--- config.mk ---
export PLATFORM = sky130hd
export DESIGN_NAME = wbu_queue
export DESIGN_NICKNAME = d
export VERILOG_FILES = /design/src/rtl/wbu_queue_pkg.sv /design/src/rtl/wbu_queue_src_mux.sv /design/src/rtl/wbu_queue.sv
export SDC_FILE = /design/constraint.sdc
export NUM_CORES = 1
export LEC_CHECK = 0
export ABC_AREA = 1
export CAP_MARGIN = 40
export CORE_UTILIZATION = 54
export CTS_CLUSTER_SIZE = 8
export DETAILED_ROUTE_END_ITERATION = 12
export GPL_ROUTABILITY_DRIVEN = 0
export PLACE_DENSITY = 0.9
export REMOVE_ABC_BUFFERS = 1
export SETUP_SLACK_MARGIN = 0.3
export SYNTH_ARGS = -nofsm -noshare
export SYNTH_HDL_FRONTEND = slang
export SYNTH_SLANG_ARGS = --single-unit
--- constraint.sdc ---
create_clock -name i_clk -period 5.2 [get_ports i_clk]
set_input_delay 0.52 -clock i_clk [delete_from_list [all_inputs] [get_ports i_clk]]
set_output_delay 0.52 -clock i_clk [all_outputs]
set_load 0.02 [all_outputs]
--- src/rtl/wbu_queue_pkg.sv ---
`default_nettype none
// ============================================================================
//  Module      : wbu_queue_pkg
//  Description : Shared write-back definitions: register address width,
//                default data width, result-source select encodings and the
//                packed queue entry layout.
//  Revision    : 1.0 - initial release
// ============================================================================
package wbu_queue_pkg;

    localparam int REG_ADDR_W = 5;
    localparam int XLEN_DEF   = 32;

    // Result source select encodings
    localparam int SEL_MEM = 0;
    localparam int SEL_ALU = 1;
    localparam int SEL_CSR = 2;
    localparam int SEL_PC4 = 3;

    // One completed instruction waiting for the regfile port (default width)
    typedef struct packed {
        logic [XLEN_DEF-1:0]   pc;
        logic [XLEN_DEF-1:0]   wdata;
        logic [REG_ADDR_W-1:0] rd;
        logic                  wena;
    } wbu_entry_t;

    // Select width for n sources; a single source still needs one select bit
    function automatic int sel_width(input int n);
        return (n > 1) ? $clog2(n) : 1;
    endfunction

endpackage : wbu_queue_pkg
`default_nettype wire

--- src/rtl/wbu_queue_src_mux.sv ---
`default_nettype none
// ============================================================================
//  Module      : wbu_src_mux
//  Description : Indexed NSRC:1 result-source multiplexer. Select values
//                at or beyond NSRC fall back to source 0.
//  Revision    : 1.0 - initial release
// ============================================================================
module wbu_src_mux #(
    parameter int XLEN = 32,
    parameter int NSRC = 4,
    parameter int SELW = 2
) (
    input  logic [SELW-1:0]      sel_i,
    input  logic [NSRC*XLEN-1:0] src_i,
    output logic [XLEN-1:0]      data_o
);

    // Source 0 is the default so any unmatched select lands there
    always_comb begin
        data_o = src_i[0 +: XLEN];
        for (int k = 1; k < NSRC; k++) begin
            if (sel_i == SELW'(k)) begin
                data_o = src_i[k*XLEN +: XLEN];
            end
        end
    end

endmodule : wbu_src_mux
`default_nettype wire

--- src/rtl/wbu_queue.sv ---
`default_nettype none
// ============================================================================
//  Module      : wbu_queue
//  Description : Write-back stage with result-source selection, a DEPTH-entry
//                in-order completion queue, one-per-cycle retirement to the
//                regfile port and a youngest-first forwarding lookup.
//  Revision    : 1.0 - initial release
// ============================================================================
module wbu_queue
    import wbu_queue_pkg::*;
#(
    parameter  int XLEN  = XLEN_DEF,
    parameter  int NSRC  = 4,
    parameter  int DEPTH = 4,
    localparam int SELW  = sel_width(NSRC),
    localparam int CNT_W = $clog2(DEPTH) + 1
) (
    input  logic                  i_clk,
    input  logic                  i_rst_n,
    input  logic                  i_valid,
    output logic                  o_ready,
    input  logic                  i_reg_wena,
    input  logic [SELW-1:0]       i_reg_sel,
    input  logic [NSRC*XLEN-1:0]  i_src_data,
    input  logic [REG_ADDR_W-1:0] i_rd,
    input  logic [XLEN-1:0]       i_pc,
    input  logic                  i_stall,
    output logic [XLEN-1:0]       o_reg_wdata,
    output logic [REG_ADDR_W-1:0] o_reg_waddr,
    output logic                  o_reg_wena,
    output logic                  o_done,
    output logic [XLEN-1:0]       o_done_pc,
    input  logic [REG_ADDR_W-1:0] i_fwd_raddr,
    output logic                  o_fwd_hit,
    output logic [XLEN-1:0]       o_fwd_data,
    output logic [CNT_W-1:0]      o_count
);

    localparam int PTR_W = $clog2(DEPTH);

    // Same field order as wbu_entry_t, sized by this instance's XLEN
    typedef struct packed {
        logic [XLEN-1:0]       pc;
        logic [XLEN-1:0]       wdata;
        logic [REG_ADDR_W-1:0] rd;
        logic                  wena;
    } entry_t;

    entry_t           entry_q [DEPTH];
    logic [DEPTH-1:0] valid_q,  valid_d;
    logic [PTR_W-1:0] wr_ptr_q, wr_ptr_d;
    logic [PTR_W-1:0] rd_ptr_q, rd_ptr_d;
    logic [CNT_W-1:0] count_q,  count_d;

    logic [XLEN-1:0]  sel_data;
    logic             nonempty;
    logic             full;
    logic             retire;
    logic             accept;
    entry_t           head;
    entry_t           new_entry;

    logic             fwd_hit;
    logic [XLEN-1:0]  fwd_data;
    logic [PTR_W-1:0] scan_idx;

    wbu_src_mux #(
        .XLEN (XLEN),
        .NSRC (NSRC),
        .SELW (SELW)
    ) u_src_mux (
        .sel_i  (i_reg_sel),
        .src_i  (i_src_data),
        .data_o (sel_data)
    );

    assign nonempty = (count_q != '0);
    assign full     = (count_q == CNT_W'(DEPTH));
    assign retire   = nonempty && !i_stall;
    // A retiring head frees a slot in the same cycle, so a full queue
    // can still accept when the regfile port is free.
    assign o_ready  = !full || retire;
    assign accept   = i_valid && o_ready;

    assign head = entry_q[rd_ptr_q];

    // x0 is hard-wired zero: never let an rd=0 entry write or forward
    assign new_entry.pc    = i_pc;
    assign new_entry.wdata = sel_data;
    assign new_entry.rd    = i_rd;
    assign new_entry.wena  = i_reg_wena && (i_rd != '0);

    // Retire outputs come straight from the head; data is forced to zero
    // while empty so nothing stale shows during or after reset.
    assign o_done      = retire;
    assign o_reg_wena  = retire && head.wena;
    assign o_reg_wdata = nonempty ? head.wdata : '0;
    assign o_reg_waddr = nonempty ? head.rd    : '0;
    assign o_done_pc   = nonempty ? head.pc    : '0;
    assign o_count     = count_q;
    assign o_fwd_hit   = fwd_hit;
    assign o_fwd_data  = fwd_data;

    // Pointer, occupancy and valid-bit next state
    always_comb begin
        valid_d  = valid_q;
        wr_ptr_d = wr_ptr_q;
        rd_ptr_d = rd_ptr_q;
        count_d  = count_q;
        // Clear before set: when full, the retiring slot is the one refilled
        if (retire) begin
            valid_d[rd_ptr_q] = 1'b0;
            rd_ptr_d          = rd_ptr_q + PTR_W'(1);
        end
        if (accept) begin
            valid_d[wr_ptr_q] = 1'b1;
            wr_ptr_d          = wr_ptr_q + PTR_W'(1);
        end
        case ({accept, retire})
            2'b10:   count_d = count_q + CNT_W'(1);
            2'b01:   count_d = count_q - CNT_W'(1);
            default: count_d = count_q;
        endcase
    end

    // Control state, discarded asynchronously on reset
    always_ff @(posedge i_clk or negedge i_rst_n) begin
        if (!i_rst_n) begin
            valid_q  <= '0;
            wr_ptr_q <= '0;
            rd_ptr_q <= '0;
            count_q  <= '0;
        end else begin
            valid_q  <= valid_d;
            wr_ptr_q <= wr_ptr_d;
            rd_ptr_q <= rd_ptr_d;
            count_q  <= count_d;
        end
    end

    // Entry payload storage; contents only matter while the slot is valid
    always_ff @(posedge i_clk) begin
        if (accept) begin
            entry_q[wr_ptr_q] <= new_entry;
        end
    end

    // Forwarding scan from oldest to youngest so the youngest match wins;
    // the entry being accepted this cycle is not yet in storage.
    always_comb begin
        fwd_hit  = 1'b0;
        fwd_data = '0;
        scan_idx = rd_ptr_q;
        for (int i = 0; i < DEPTH; i++) begin
            scan_idx = rd_ptr_q + PTR_W'(i);
            if ((CNT_W'(i) < count_q) && valid_q[scan_idx] &&
                entry_q[scan_idx].wena && (entry_q[scan_idx].rd == i_fwd_raddr)) begin
                fwd_hit  = 1'b1;
                fwd_data = entry_q[scan_idx].wdata;
            end
        end
        if (i_fwd_raddr == '0) begin
            fwd_hit  = 1'b0;
            fwd_data = '0;
        end
    end

endmodule : wbu_queue
`default_nettype wire

======== Yosys cells after proc, flatten, opt, wreduce, memory -nomap -nowiden ========
Memory sizes are Yosys's and may differ from the RTL's.
Index checks and enable logic that the tools add are counted.
storage, ports and cells
  bits in registers ....................... 11
  latch bits .............................. 0
  bits in writable memories ............... 280
  memory bits (read-only) ................. 0
  input port bits ......................... 177
  output and inout port bits .............. 108
  logic and storage cells ................. 93
  memories kept ........................... 1
memories
  memory   depth  bits a word  read ports  clocked after memory_dff  wr ports  line             source
  entry_q  4      70           4           0                         1         wbu_queue.sv:49  entry_t entry_q [DEPTH];
operators by class
  add/sub/neg operators ................... 6
  multiply operators ...................... 0
  divide/modulo/power cells ............... 0
  $lt $le $gt $ge ......................... 11
  eq/ne operators ......................... 10
  shifts and indexed selects .............. 0
  multiplexer cells ....................... 33
  bitwise logic cells ..................... 3
  reduce and logical (&&, ||, !) cells .... 25
operators by type and width
  cell                                                                                  number
  32-bit two-way mux                                                                    10
  5-bit equality test                                                                   4
  1-bit logical AND                                                                     18
  2-bit by 3-bit < comparator with 1-bit output (second input constant)                 5
  1-bit two-way mux                                                                     13
  1-bit binary-select mux with 2-bit select                                             4
  4-bit two-way mux                                                                     2
  2-bit equality test (second input constant)                                           3
  1-bit by 3-bit < comparator with 1-bit output (first input constant)                  2
  2-bit by 3-bit < comparator with 1-bit output (first input constant)                  2
  3-bit one-hot mux with 2 select lines                                                 1
  5-bit zero test                                                                       1
  5-bit two-way mux                                                                     1
  5-bit nonzero test                                                                    1
  2-bit by 1-bit adder with 2-bit output (second input constant)                        2
  2-bit adder (second input constant)                                                   2
  4-bit AND                                                                             1
  1-bit demux with 2-bit select                                                         2
  2-bit by 1-bit equality test with 1-bit output (second input constant)                2
  2-bit by 1-bit greater-or-equal comparator with 1-bit output (second input constant)  2
  4-bit NOT                                                                             1
  4-bit OR                                                                              1
  3-bit by 1-bit adder with 3-bit output (second input constant)                        1
  3-bit equality test (second input constant)                                           1
  5 further kinds                                                                       6

======== Longest topological paths before layout ========
  depth in word-level cells ............... 10
  gate-level depth with buffers ........... 20
  gate-level depth less buffers ........... 14

======== Hierarchy ========
Synthesis repeated with hierarchy kept, for this count alone.
second synthesis, totals
  cells, all modules ...................... 2190
  area total of the unflattened synthesis .. 17172.7 um^2
modules (own cells, without submodules)
  module       times used  cells an instance  area each (um^2)  sequential area each (um^2)
  wbu_queue    1           1879               15880.2           8683.3
  wbu_src_mux  1           311                1292.5            0.0

======== Worst setup path after synthesis ========
OpenSTA, ideal clock, no wires.
  path type ............................... register to register
  start ................................... register count_q[0] (netlist: o_count[0])
  end ..................................... memory entry_q[0][0] in the netlist's numbering (enable)
  setup time .............................. 499 ps
  arrival ................................. 4312 ps
  data required time ...................... 4701 ps
  setup slack ............................. 390 ps
  cell stages (with the launch flop) ...... 7
  buffers on the path ..................... 1
  clock period less this slack ............ 4810 ps
  path through ............................ dfrtp_1 inv_1 ha_1 nand3_1 nand2_1 clkbuf_1 nor2_1
on the way
  word-level cells in the longest chain between the ends .. 6
  elaborated cells on any way between the ends .. 8
  classes of those cells .................. 1 x eq/ne; 2 x mux; 5 x reduce/logical
ends and longest elaborated chain
  what                                                       line                              source
  start, declared                                            wbu_queue.sv:53                   logic [CNT_W-1:0] count_q, count_d;
  start signal, assigned                                     wbu_queue.sv:137                  count_q <= count_d;
  3-bit equality test or 3-bit nonzero test (tied branches)  wbu_queue.sv:78, wbu_queue.sv:77
  1-bit zero test or 1-bit logical AND (tied branches)       wbu_queue.sv:82, wbu_queue.sv:79
  1-bit logical OR (*)                                       wbu_queue.sv:82                   assign o_ready = !full || retire;
  net o_ready                                                wbu_queue.sv:21                   output logic o_ready,
  1-bit logical AND (*)                                      wbu_queue.sv:83                   assign accept = i_valid && o_ready;
  1-bit two-way mux (*)                                      wbu_queue.sv:143                  if (accept) begin
  1-bit two-way mux (implied by the code) (*)                wbu_queue.sv:144                  entry_q[wr_ptr_q] <= new_entry;
  end, declared                                              wbu_queue.sv:49
The timed path passes the listed nets; every way through them passes the cells marked *.

======== Final worst setup path ========
  start ................................... register rd_ptr_q[0]
  end ..................................... output o_fwd_data[23]
on the way
  word-level cells in the longest chain between the ends .. 10
  elaborated cells on any way between the ends .. 33
  classes of those cells .................. 3 x add/sub; 4 x eq/ne; 13 x mux; 12 x reduce/logical; 1 x memory
ends and longest elaborated chain
  what                                                                       line              source
  start, declared                                                            wbu_queue.sv:52   logic [PTR_W-1:0] rd_ptr_q, rd_ptr_d;
  start signal, assigned                                                     wbu_queue.sv:136  rd_ptr_q <= rd_ptr_d;
  parallel branches: the longest is 8 deep, another holds memory 4 x 70 bit  --
  32-bit two-way mux (*)                                                     wbu_queue.sv:156  if ((CNT_W'(i) < count_q) && valid_q[scan_idx] &&
  32-bit two-way mux (*)                                                     wbu_queue.sv:162  if (i_fwd_raddr == '0) begin
  end, declared                                                              wbu_queue.sv:35   output logic [XLEN-1:0] o_fwd_data,
Every way passes the cells marked *. The select of a mux whose other input is x is not followed.

==> flow_metrics.env <==
export IMPL_clk_pin_slew_ns=0.05
export IMPL_rows=63
export IMPL_r2r_start="o_count[0]$_DFFE_PN0P_"
export IMPL_synth_cell_area_um2=16450
export IMPL_yosysSeqAreaShare_pct=52.80
export IMPL_cts_buffer_depth=3
export IMPL_port_buffer_count=284
export IMPL_core_area_um2=29800
export IMPL_worst_pin_slew_ns=0.8512
export IMPL_syn2layout_area_growth_pct=26.58
export IMPL_cts_tree="done"
export IMPL_crit_slowest_cell="clkdlybuf4s50_1"
export IMPL_vias=15420
export IMPL_crit_start="rd_ptr_q[0]$_DFFE_PN0P_"
export IMPL_wl_per_cell_um=18.21
export IMPL_start_kind="flop"
export IMPL_rsz0062_at_grt="false"
export IMPL_crit_chain="inv_4, ha_2, inv_2, nand3_1, nand2_1, nand2_1, o21ai_0, nor2_2, nand3_4, buf_4, nand2_1, inv_1, a21oi_1, clkdlybuf4s50_1"
export IMPL_netlist_instances=2035
export IMPL_fin_crit_ns=4.791
export IMPL_die_area_um2=31160
export IMPL_finalSetupTns_ns=0
export IMPL_h_tree_depth=2
export IMPL_syn_area_per_cell_um2=8.082
export IMPL_relSlewSlack_pct=43.25
export IMPL_slowest_delay_ns=0.68
export IMPL_cts_sinks=291
export IMPL_layout_drive_gt1_share_pct=6.066
export IMPL_end_kind="primary output"
export IMPL_drv_slew=0
export IMPL_viasPerCell=5.786
export IMPL_grtUsageMet2_pct=52.22
export IMPL_worstPathArrival_ns=4.27
export IMPL_numCtsBuffers=42
export IMPL_antenna_found_initial=0
export IMPL_grt_busiest_layer="met2"
export IMPL_peakVddDrop_mv=0.3989
export IMPL_hold_viol=0
export IMPL_powerDensity_nw_per_um2=601.3
export IMPL_insertion_delay_ns=0.52
export IMPL_dp_hpwl_um=30130
export IMPL_synth_seq_cells=291
export IMPL_outcome="complete, no violations"
export IMPL_crit_top_cell="nand2_1"
export IMPL_finalWirelength_um=48520
export IMPL_io_pins=285
export IMPL_drtIter0Drc=1533
export IMPL_die_w_um=176.5
export IMPL_fin_crit_sh_pct=92.13
export IMPL_crit_family="buffers and inverters"
export IMPL_required_ns=4.68
export IMPL_hp_class="input pin to asynchronous set/reset pin"
export IMPL_timing_critical_path_buf_inv=5
export IMPL_diodes=0
export IMPL_drt_antenna_violating_nets=0
export IMPL_leakage_uw=0.008265
export IMPL_use_met3_pct=4.522
export IMPL_drt_pass1_iter_count=9
export IMPL_finClkSkew_ns=0.01196
export IMPL_setup_violations=0
export IMPL_ctsRootBufferMaster="clkbuf_16"
export IMPL_final_core_util_pct=69.87
export IMPL_ys_types=29
export IMPL_drv_cap=0
export IMPL_gr_usage_all_layers_pct=30.00
export IMPL_grt_pass1_wl_um=73160
export IMPL_grt_pass1_vias=14750
export IMPL_worst_path_max_fanout=26
export IMPL_grt_start_max_net_pins=87
export IMPL_yosys_warnings=0
export IMPL_die_y_um=176.5
export IMPL_start_util_pct=55.20
export IMPL_grt_util_met1_pct=36.11
export IMPL_holdWs_ns=0.3688
export IMPL_power_uw=12520
export IMPL_finalNetCount=2456
export IMPL_max_freq_ghz=0.2087
export IMPL_worstSetupPathType="flop to primary output"
export IMPL_grt_overflow=0
export IMPL_drc=0
layer usage:
layer	up-vias	share of wire, %
met1	7108	38
met2	935	49
met4	0	3.7
met5	-	0
li1	7235	-
met3	141	9.7
worst reg2reg max path, stage by stage (launching register included):
cell     delay, ns
dfrtp_1       0.42
inv_1         0.11
ha_1          0.22
nand3_1       0.10
nand2_1       0.39
nor2_4        0.31
buf_4         0.59
buf_12        0.31
cell families after synthesis:
family	count (synthesis)	synth area share, %
AO/OA/AOI/OAI	493	15.72
XOR/XNOR	8	0.4260
adder cells (fa/ha/maj)	12	0.9129
buffers and inverters	321	7.896
flip-flops	291	52.80
multiplexers	3	0.1826
AND/OR/NAND/NOR	907	22.07
final timing paths:
check	cells past startpoint	endpoint	slack [ns]
worst max-delay path	14	o_fwd_data[23]	0.41
worst min register to register	1	o_count[0]$_DFFE_PN0P_	0.56
worst max register to register	7	entry_q[3][18]$_DFFE_PP_	2.42
worst min-delay path	1	valid_q[3]$_DFF_PN0_	0.37
min in group i_clk	1	o_count[0]$_DFFE_PN0P_	0.56
max in group asynchronous	1	rd_ptr_q[0]$_DFFE_PN0P_	4.40
cells in the final DEF, fill, tap and decap left out, drive strengths merged, types with 2 or more instances in the layout:
cell           instances
o221ai                29
o21ai                394
nor2                 224
or2                   32
ha                    12
mux2i                  3
clkbuf                50
nand2                552
xnor2                  2
inv                  185
buf                   38
clkdlybuf4s50        284
dfrtp                 11
edfxtp               280
nand3                 99
xor2                   6
a21oi                 66
Yosys cell counts (all sizes together):
library cell / instances / share of area, %
o21a: 1 / 0.046
buf: 69 / 2.1
o22ai: 1 / 0.038
a21oi: 66 / 2.0
xor2: 6 / 0.32
nor2: 222 / 5.2
inv: 184 / 4.2
ha: 12 / 0.91
xnor2: 2 / 0.11
nand2: 552 / 13
o221ai: 29 / 1.5
nand3: 98 / 3.0
or4: 1 / 0.046
a21boi: 1 / 0.046
o211ai: 1 / 0.046
mux2i: 3 / 0.18
dfrtp: 11 / 1.7
clkbuf: 68 / 1.6
nand4: 1 / 0.038
nor3: 1 / 0.030
edfxtp: 280 / 51
o21ai: 394 / 12
or2: 32 / 1.2
sequential cells by signal (all words and copies together) (netlist names):
| signal | count |
|---|---|
| entry_q | 280 |
| wr_ptr_q | 2 |
| rd_ptr_q | 2 |
| o_count | 3 |
| valid_q | 4 |
stage by stage:
step,cells,worst slack (ns),cell area [µm²]
after floorplan,1898,-6.640,15840
after global placement,2602,0.8128,19480
after detailed placement,2606,0.6840,19570
after CTS,2658,0.2802,20710
after global routing,2665,0.2429,20820
final,2665,0.4092,20820
timing repair:
| action | 4_1_cts | 5_1_grt |
|---|---|---|
| gates resized for setup | 4 | 7 |
| hold buffers | 0 | 0 |
| endpoints found under the hold margin | 0 | 0 |
| cloned | 0 | 3 |
| buffers inserted | 0 | 4 |
| endpoints found under the setup margin | 21 | 33 |
| pin swaps | 0 | 3 |
power by group:
part / total (µW) / switching (µW) / internal (µW)
Sequential: 3350 / 221 / 3130
Clock: 2390 / 920 / 1470
Combinational: 6770 / 4430 / 2340
area by class of cell:
class,instances,area [µm²]
clock buffer,50,1112
clock inverter,2,13.76
fill,2198,8977
inverter,184,695.7
multi-input combinational,1426,6574
sequential,291,8691
tap,390,488.0
timing repair buffer,322,3244
(Power assumes the default switching activity.)
